### src/rtl/alu_pkg.sv
// Shared definitions for the ALU command sequencer: opcodes, default width,
// FSM state encoding and the opcode legality check.
package alu_pkg;

    localparam int WIDTH_DEF = 32;

    localparam logic [3:0] OP_ADD  = 4'b0000;
    localparam logic [3:0] OP_SUB  = 4'b0001;
    localparam logic [3:0] OP_AND  = 4'b0010;
    localparam logic [3:0] OP_OR   = 4'b0011;
    localparam logic [3:0] OP_NOT  = 4'b0100;
    localparam logic [3:0] OP_NAND = 4'b0101;
    localparam logic [3:0] OP_NOR  = 4'b0110;
    localparam logic [3:0] OP_SRA  = 4'b1000;
    localparam logic [3:0] OP_SRL  = 4'b1001;
    localparam logic [3:0] OP_SLL  = 4'b1010;
    localparam logic [3:0] OP_ROL  = 4'b1100;
    localparam logic [3:0] OP_ROR  = 4'b1101;

    typedef enum logic [1:0] {
        IDLE = 2'd0,
        WAIT = 2'd1,
        RESP = 2'd2
    } state_t;

    function automatic logic op_legal(input logic [3:0] op);
        case (op)
            OP_ADD, OP_SUB, OP_AND, OP_OR, OP_NOT, OP_NAND, OP_NOR,
            OP_SRA, OP_SRL, OP_SLL, OP_ROL, OP_ROR: op_legal = 1'b1;
            default:                                op_legal = 1'b0;
        endcase
    endfunction

endpackage

### src/rtl/alu_cmd_sequencer_if.sv
// Request, ALU-drive and response signals of the ALU command sequencer.
// master = requester/consumer plus the ALU itself; slave = the sequencer.
interface alu_cmd_sequencer_if
    import alu_pkg::*;
#(
    parameter int WIDTH = WIDTH_DEF
) ();

    logic             req_valid;
    logic             req_ready;
    logic [3:0]       req_op;
    logic [WIDTH-1:0] req_a;
    logic [WIDTH-1:0] req_b;
    logic             req_chain;

    logic [WIDTH-1:0] alu_a;
    logic [WIDTH-1:0] alu_b;
    logic [3:0]       alu_op;
    logic [WIDTH-1:0] alu_out;
    logic             alu_zero;

    logic             rsp_valid;
    logic             rsp_ready;
    logic [WIDTH-1:0] rsp_data;
    logic             rsp_zero;
    logic             rsp_err;

    modport master (
        output req_valid, req_op, req_a, req_b, req_chain, rsp_ready,
               alu_out, alu_zero,
        input  req_ready, alu_a, alu_b, alu_op, rsp_valid, rsp_data,
               rsp_zero, rsp_err
    );

    modport slave (
        input  req_valid, req_op, req_a, req_b, req_chain, rsp_ready,
               alu_out, alu_zero,
        output req_ready, alu_a, alu_b, alu_op, rsp_valid, rsp_data,
               rsp_zero, rsp_err
    );

endinterface

### src/rtl/alu_cmd_sequencer.sv
// Drives registered operands into a combinational ALU, waits ALU_LAT cycles,
// captures the result and returns it over a valid/ready response channel.
//
// state | meaning
// IDLE  | ready for a request; ALU inputs hold the last operation
// WAIT  | ALU inputs stable, counting down the settle time
// RESP  | captured result presented until the consumer takes it
module alu_cmd_sequencer
    import alu_pkg::*;
#(
    parameter int WIDTH   = WIDTH_DEF,
    parameter int ALU_LAT = 1
) (
    input  logic               clk,
    input  logic               rst_n,
    alu_cmd_sequencer_if.slave bus
);

    localparam logic [3:0] CNT_INIT = 4'(ALU_LAT - 1);

    state_t           state;
    logic [3:0]       cnt;
    logic             illegal;
    logic [WIDTH-1:0] acc;

    assign bus.req_ready = (state == IDLE);

    always_ff @(posedge clk or negedge rst_n) begin
        if (!rst_n) begin
            state         <= IDLE;
            cnt           <= '0;
            illegal       <= 1'b0;
            acc           <= '0;
            bus.alu_a     <= '0;
            bus.alu_b     <= '0;
            bus.alu_op    <= '0;
            bus.rsp_valid <= 1'b0;
            bus.rsp_data  <= '0;
            bus.rsp_zero  <= 1'b0;
            bus.rsp_err   <= 1'b0;
        end else begin
            case (state)
                IDLE: begin
                    if (bus.req_valid) begin
                        bus.alu_op <= bus.req_op;
                        bus.alu_a  <= bus.req_chain ? acc : bus.req_a;
                        bus.alu_b  <= bus.req_b;
                        illegal    <= !op_legal(bus.req_op);
                        cnt        <= CNT_INIT;
                        state      <= WAIT;
                    end
                end
                WAIT: begin
                    if (cnt == 4'd0) begin
                        // An illegal op returns a clean error and leaves the chain value alone.
                        if (illegal) begin
                            bus.rsp_data <= '0;
                            bus.rsp_zero <= 1'b0;
                            bus.rsp_err  <= 1'b1;
                        end else begin
                            bus.rsp_data <= bus.alu_out;
                            bus.rsp_zero <= bus.alu_zero;
                            bus.rsp_err  <= 1'b0;
                            acc          <= bus.alu_out;
                        end
                        bus.rsp_valid <= 1'b1;
                        state         <= RESP;
                    end else begin
                        cnt <= cnt - 4'd1;
                    end
                end
                RESP: begin
                    if (bus.rsp_ready) begin
                        bus.rsp_valid <= 1'b0;
                        state         <= IDLE;
                    end
                end
                default: state <= IDLE;
            endcase
        end
    end

endmodule

### src/flat_wrapper.sv
// flat-port wrapper written by rule: the top's interface ports become plain ports
module alu_cmd_sequencer_flat import alu_pkg::*;
#(
    parameter int WIDTH   = WIDTH_DEF,
    parameter int ALU_LAT = 1
)
  (clk, rst_n, bus_req_valid, bus_req_op, bus_req_a, bus_req_b, bus_req_chain, bus_rsp_ready, bus_alu_out, bus_alu_zero, bus_req_ready, bus_alu_a, bus_alu_b, bus_alu_op, bus_rsp_valid, bus_rsp_data, bus_rsp_zero, bus_rsp_err);
  alu_cmd_sequencer_if #(.WIDTH(WIDTH)) bus_i ();
  input  logic clk;
  input  logic rst_n;
  input wire logic [$bits(bus_i.req_valid)-1:0] bus_req_valid;
  input wire logic [$bits(bus_i.req_op)-1:0] bus_req_op;
  input wire logic [$bits(bus_i.req_a)-1:0] bus_req_a;
  input wire logic [$bits(bus_i.req_b)-1:0] bus_req_b;
  input wire logic [$bits(bus_i.req_chain)-1:0] bus_req_chain;
  input wire logic [$bits(bus_i.rsp_ready)-1:0] bus_rsp_ready;
  input wire logic [$bits(bus_i.alu_out)-1:0] bus_alu_out;
  input wire logic [$bits(bus_i.alu_zero)-1:0] bus_alu_zero;
  output wire logic [$bits(bus_i.req_ready)-1:0] bus_req_ready;
  output wire logic [$bits(bus_i.alu_a)-1:0] bus_alu_a;
  output wire logic [$bits(bus_i.alu_b)-1:0] bus_alu_b;
  output wire logic [$bits(bus_i.alu_op)-1:0] bus_alu_op;
  output wire logic [$bits(bus_i.rsp_valid)-1:0] bus_rsp_valid;
  output wire logic [$bits(bus_i.rsp_data)-1:0] bus_rsp_data;
  output wire logic [$bits(bus_i.rsp_zero)-1:0] bus_rsp_zero;
  output wire logic [$bits(bus_i.rsp_err)-1:0] bus_rsp_err;
  assign bus_i.req_valid = bus_req_valid;
  assign bus_i.req_op = bus_req_op;
  assign bus_i.req_a = bus_req_a;
  assign bus_i.req_b = bus_req_b;
  assign bus_i.req_chain = bus_req_chain;
  assign bus_i.rsp_ready = bus_rsp_ready;
  assign bus_i.alu_out = bus_alu_out;
  assign bus_i.alu_zero = bus_alu_zero;
  assign bus_req_ready = bus_i.req_ready;
  assign bus_alu_a = bus_i.alu_a;
  assign bus_alu_b = bus_i.alu_b;
  assign bus_alu_op = bus_i.alu_op;
  assign bus_rsp_valid = bus_i.rsp_valid;
  assign bus_rsp_data = bus_i.rsp_data;
  assign bus_rsp_zero = bus_i.rsp_zero;
  assign bus_rsp_err = bus_i.rsp_err;
  alu_cmd_sequencer #(.WIDTH(WIDTH), .ALU_LAT(ALU_LAT)) u_core (.clk(clk), .rst_n(rst_n), .bus(bus_i));
endmodule
### config.mk
export PLATFORM = sky130hd
export DESIGN_NAME = alu_cmd_sequencer_flat
export DESIGN_NICKNAME = d
export VERILOG_FILES = /design/src/rtl/alu_pkg.sv /design/src/rtl/alu_cmd_sequencer_if.sv /design/src/rtl/alu_cmd_sequencer.sv /design/src/flat_wrapper.sv
export SDC_FILE = /design/constraint.sdc
export NUM_CORES = 1
export LEC_CHECK = 0
export CAP_MARGIN = 10
export CORE_MARGIN = 2
export CORE_UTILIZATION = 25
export CTS_CLUSTER_SIZE = 12
export DETAILED_ROUTE_END_ITERATION = 16
export HOLD_SLACK_MARGIN = 0.08
export PLACE_DENSITY = 0.55
export SETUP_SLACK_MARGIN = 0.2
export SKIP_CTS_REPAIR_TIMING = 1
export SLEW_MARGIN = 20
export SYNTH_ARGS = -nofsm -noshare
export SYNTH_HDL_FRONTEND = slang
export SYNTH_SLANG_ARGS = --single-unit
### constraint.sdc
create_clock -name clk -period 3.1 [get_ports clk]
set_input_delay 0.31 -clock clk [delete_from_list [all_inputs] [get_ports clk]]
set_output_delay 0.31 -clock clk [all_outputs]
set_load 0.05 [all_outputs]
==> impl_results.md <==
* Tcrit/Tclk final at 0.820
* CP Class: flip-flop to flip-flop
* RR Startpoint: u_core.cnt[0]
* Gr usage total at 0.137
* Setup-failing EPs final at 0
* Buffers on Ports at 209
* Mapped Cells at 436
* Startpoint types: flip-flop
* Vias in the first global route at 4,704
* Final TNS setup at 0 ns
* Worst EP required at 3.39 ns
* Row Count at 55
* Final hold vios at 0
* RSZ-0062 raised after global routing: no
* Clk_lat worst skew at 0.41 ns
* Boundary Pins at 210
* Routed wire length at 15,900 um
* Initial antenna violation count at 0
* CTS root buffer: clkbuf_16
* DRC at 0
* DIE AREA at 24,100 um2
* WL/cell at 16.9 um
* Syn Nets at 543
* Max frequency at 393 MHz
* Met3 usage at 0.0471
* Commonest non-fill, non-tap cell in the layout: clkdlybuf4s50_1
* Layout area overhead at 53.2%
* Largest net degree at the start of global routing at 86
* Busiest grt layer: met2
* DRT iter0 DRCs at 190
* CTS tree: built
* Total number of vias at 4,281
* Met2 Use GR at 0.217
* Hold_sp: bus_alu_zero
* Most frequent cells in the layout: clkdlybuf4s50_1 (207), dfrtp_1 (142), mux2_2 (59), nor2_1 (35), a21oi_1 (33)
* Final Slew Violations at 0
* Distinct cells, synth at 31
* Clock-pin transition on the worst setup and hold timing paths at 0.06 ns
* Global route total overflow at 0
* Slew headroom at 0.281
* Diodes inserted at 0
* Finished Core Util at 0.389
* CP Max Fanout at 19
* Initial DRT Pass Iterations at 4
* Initial core utilization at 0.254
* PD cells at 1300 nW/um2
* HPWL after detailed placement at 11,000 um
* First-pass GRT wire length at 25,700 um
* Crit. Startpoint: u_core.cnt[0]
* Actual slew at the worst max-slew pin at 1.08 ns
* H-tree depth at 4
* Worst Skew at 0.00878 ns
* Chip height at 155 um
* CTS Sinks at 142
* Grt met1 use at 0.175
* Share of cells above drive strength 1 at 0.169
* Register bit count reported by yosys at 142
* Worst hold path type: input pin to flip-flop
* Vias per Instance at 4.55
* Crit path DAT at 2.84 ns
* Core area at 22,500 um2
* Placer Congestion at 0.796
* Ys Warns at 0
* Crit path time final at 2.54 ns
* Worst IR Drop VDD at 0.598 mV
* Max Root-Sink Buffers at 2
* Leakage at 3.71 nW
* DRT antenna net count at 0
* Cell area after synthesis at 5710 um2
* NumNets Final at 749
* Max-Cap Viols at 0
* Die Span X at 155 um
* CTS buffer count at 17
* Syn Area/Cell at 13.1 um2
* Register area share after synthesis at 0.622
* Setup crit end kind: flip-flop
* Status: complete, no violations
final cells by class:
cell class,instances,area (um2)
well taps,285,357
inverters,4,15.0
fillers,2129,13800
flip-flops and latches,142,3550
clock inverters,11,154
multi-input cells,261,2010
clock buffers,21,480
repair buffers,216,2180
sequential cells by signal (all words and copies together) (netlist names):
signal / flops
u_core.acc: 32
u_core.bus.alu_a: 32
u_core.bus.alu_b: 32
u_core.bus.alu_op: 4
u_core.bus.rsp_data: 32
u_core.bus.rsp_err: 1
u_core.bus.rsp_valid: 1
u_core.bus.rsp_zero: 1
u_core.cnt: 4
u_core.illegal: 1
u_core.state: 2
per-stage QoR:
stage	power, mW	worst slack (ns)	area, um2	cells	hold slack, ns
5_1_grt	12.0	0.447	8750	940	0.478
6_report	11.4	0.558	8750	940	0.469
2_1_floorplan	7.25	1.05	5710	436	0.0144
4_1_cts	11.5	0.552	8740	939	-0.0118
3_3_place_gp	9.16	0.665	8100	907	0.428
3_5_place_dp	9.28	0.564	8100	907	0.442
critical path: stages (launching register included):
cell and delay, ns:
dfrtp_1 0.42, inv_1 0.12, ha_1 0.20, or3b_1 0.62, or3_1 0.69, mux2_4 0.38
per-layer routing:
metal | part of all wire | wire (um)
met3 | 0.082 | 1300
met5 | 0 | 0
met4 | 0.013 | 202
met2 | 0.46 | 7260
met1 | 0.45 | 7110
report_power, final:
group          switching [mW]  leakage, nW  internal, mW  total (mW)
logic                    3.63         1.72          2.22        5.85
registers               0.568         1.69          2.78        3.35
clock network           0.835        0.295          1.36        2.20
cell usage after synthesis:
library cell	count	area (um2)
mux2i_1	32	320
maj3_1	1	10.0
nand4_1	1	6.26
clkbuf_1	11	41.3
o21bai_1	1	7.51
a21boi_0	1	7.51
o22a_1	1	8.76
nand2b_1	1	6.26
ha_1	1	12.5
nor3b_1	2	15.0
buf_1	8	30.0
a22o_1	21	184
o31ai_1	3	22.5
nor2b_1	1	6.26
inv_1	4	15.0
buf_4	2	15.0
o21ai_0	30	150
nor3_4	1	16.3
nand3_1	7	35.0
or4_1	1	7.51
or3b_1	1	8.76
nor2_1	35	131
mux2_2	59	664
or3_1	1	6.26
and4bb_2	1	12.5
a21oi_1	33	165
buf_2	6	30.0
nand2_1	17	63.8
buf_6	2	22.5
dfrtp_1	142	3550
mux2_4	9	135
kinds of logic (layout without fill, tap and decap cells):
logic type | after synthesis | after routing | synth area share
AND/OR/NAND/NOR | 69 | 69 | 0.0552
AO/OA/AOI/OAI | 90 | 90 | 0.0955
buffers and inverters | 33 | 252 | 0.0269
adder cells (fa/ha/maj) | 2 | 2 | 0.00394
multiplexers | 100 | 100 | 0.196
flip-flops | 142 | 142 | 0.622
final timing paths:
path / to / slack, ns / depth (start not counted)
worst max-delay path: u_core.acc[30] / 0.56 / 5
worst min-delay path: u_core.bus.rsp_zero / 0.47 / 3
worst max register to register: u_core.acc[30] / 0.56 / 5
worst min register to register: u_core.acc[0] / 0.51 / 1
max in group asynchronous: u_core.bus.rsp_data[2] / 1.77 / 3
min in group asynchronous: u_core.bus.alu_a[21] / 0.53 / 2
Note: power is estimated with default switching activity, not from simulation.
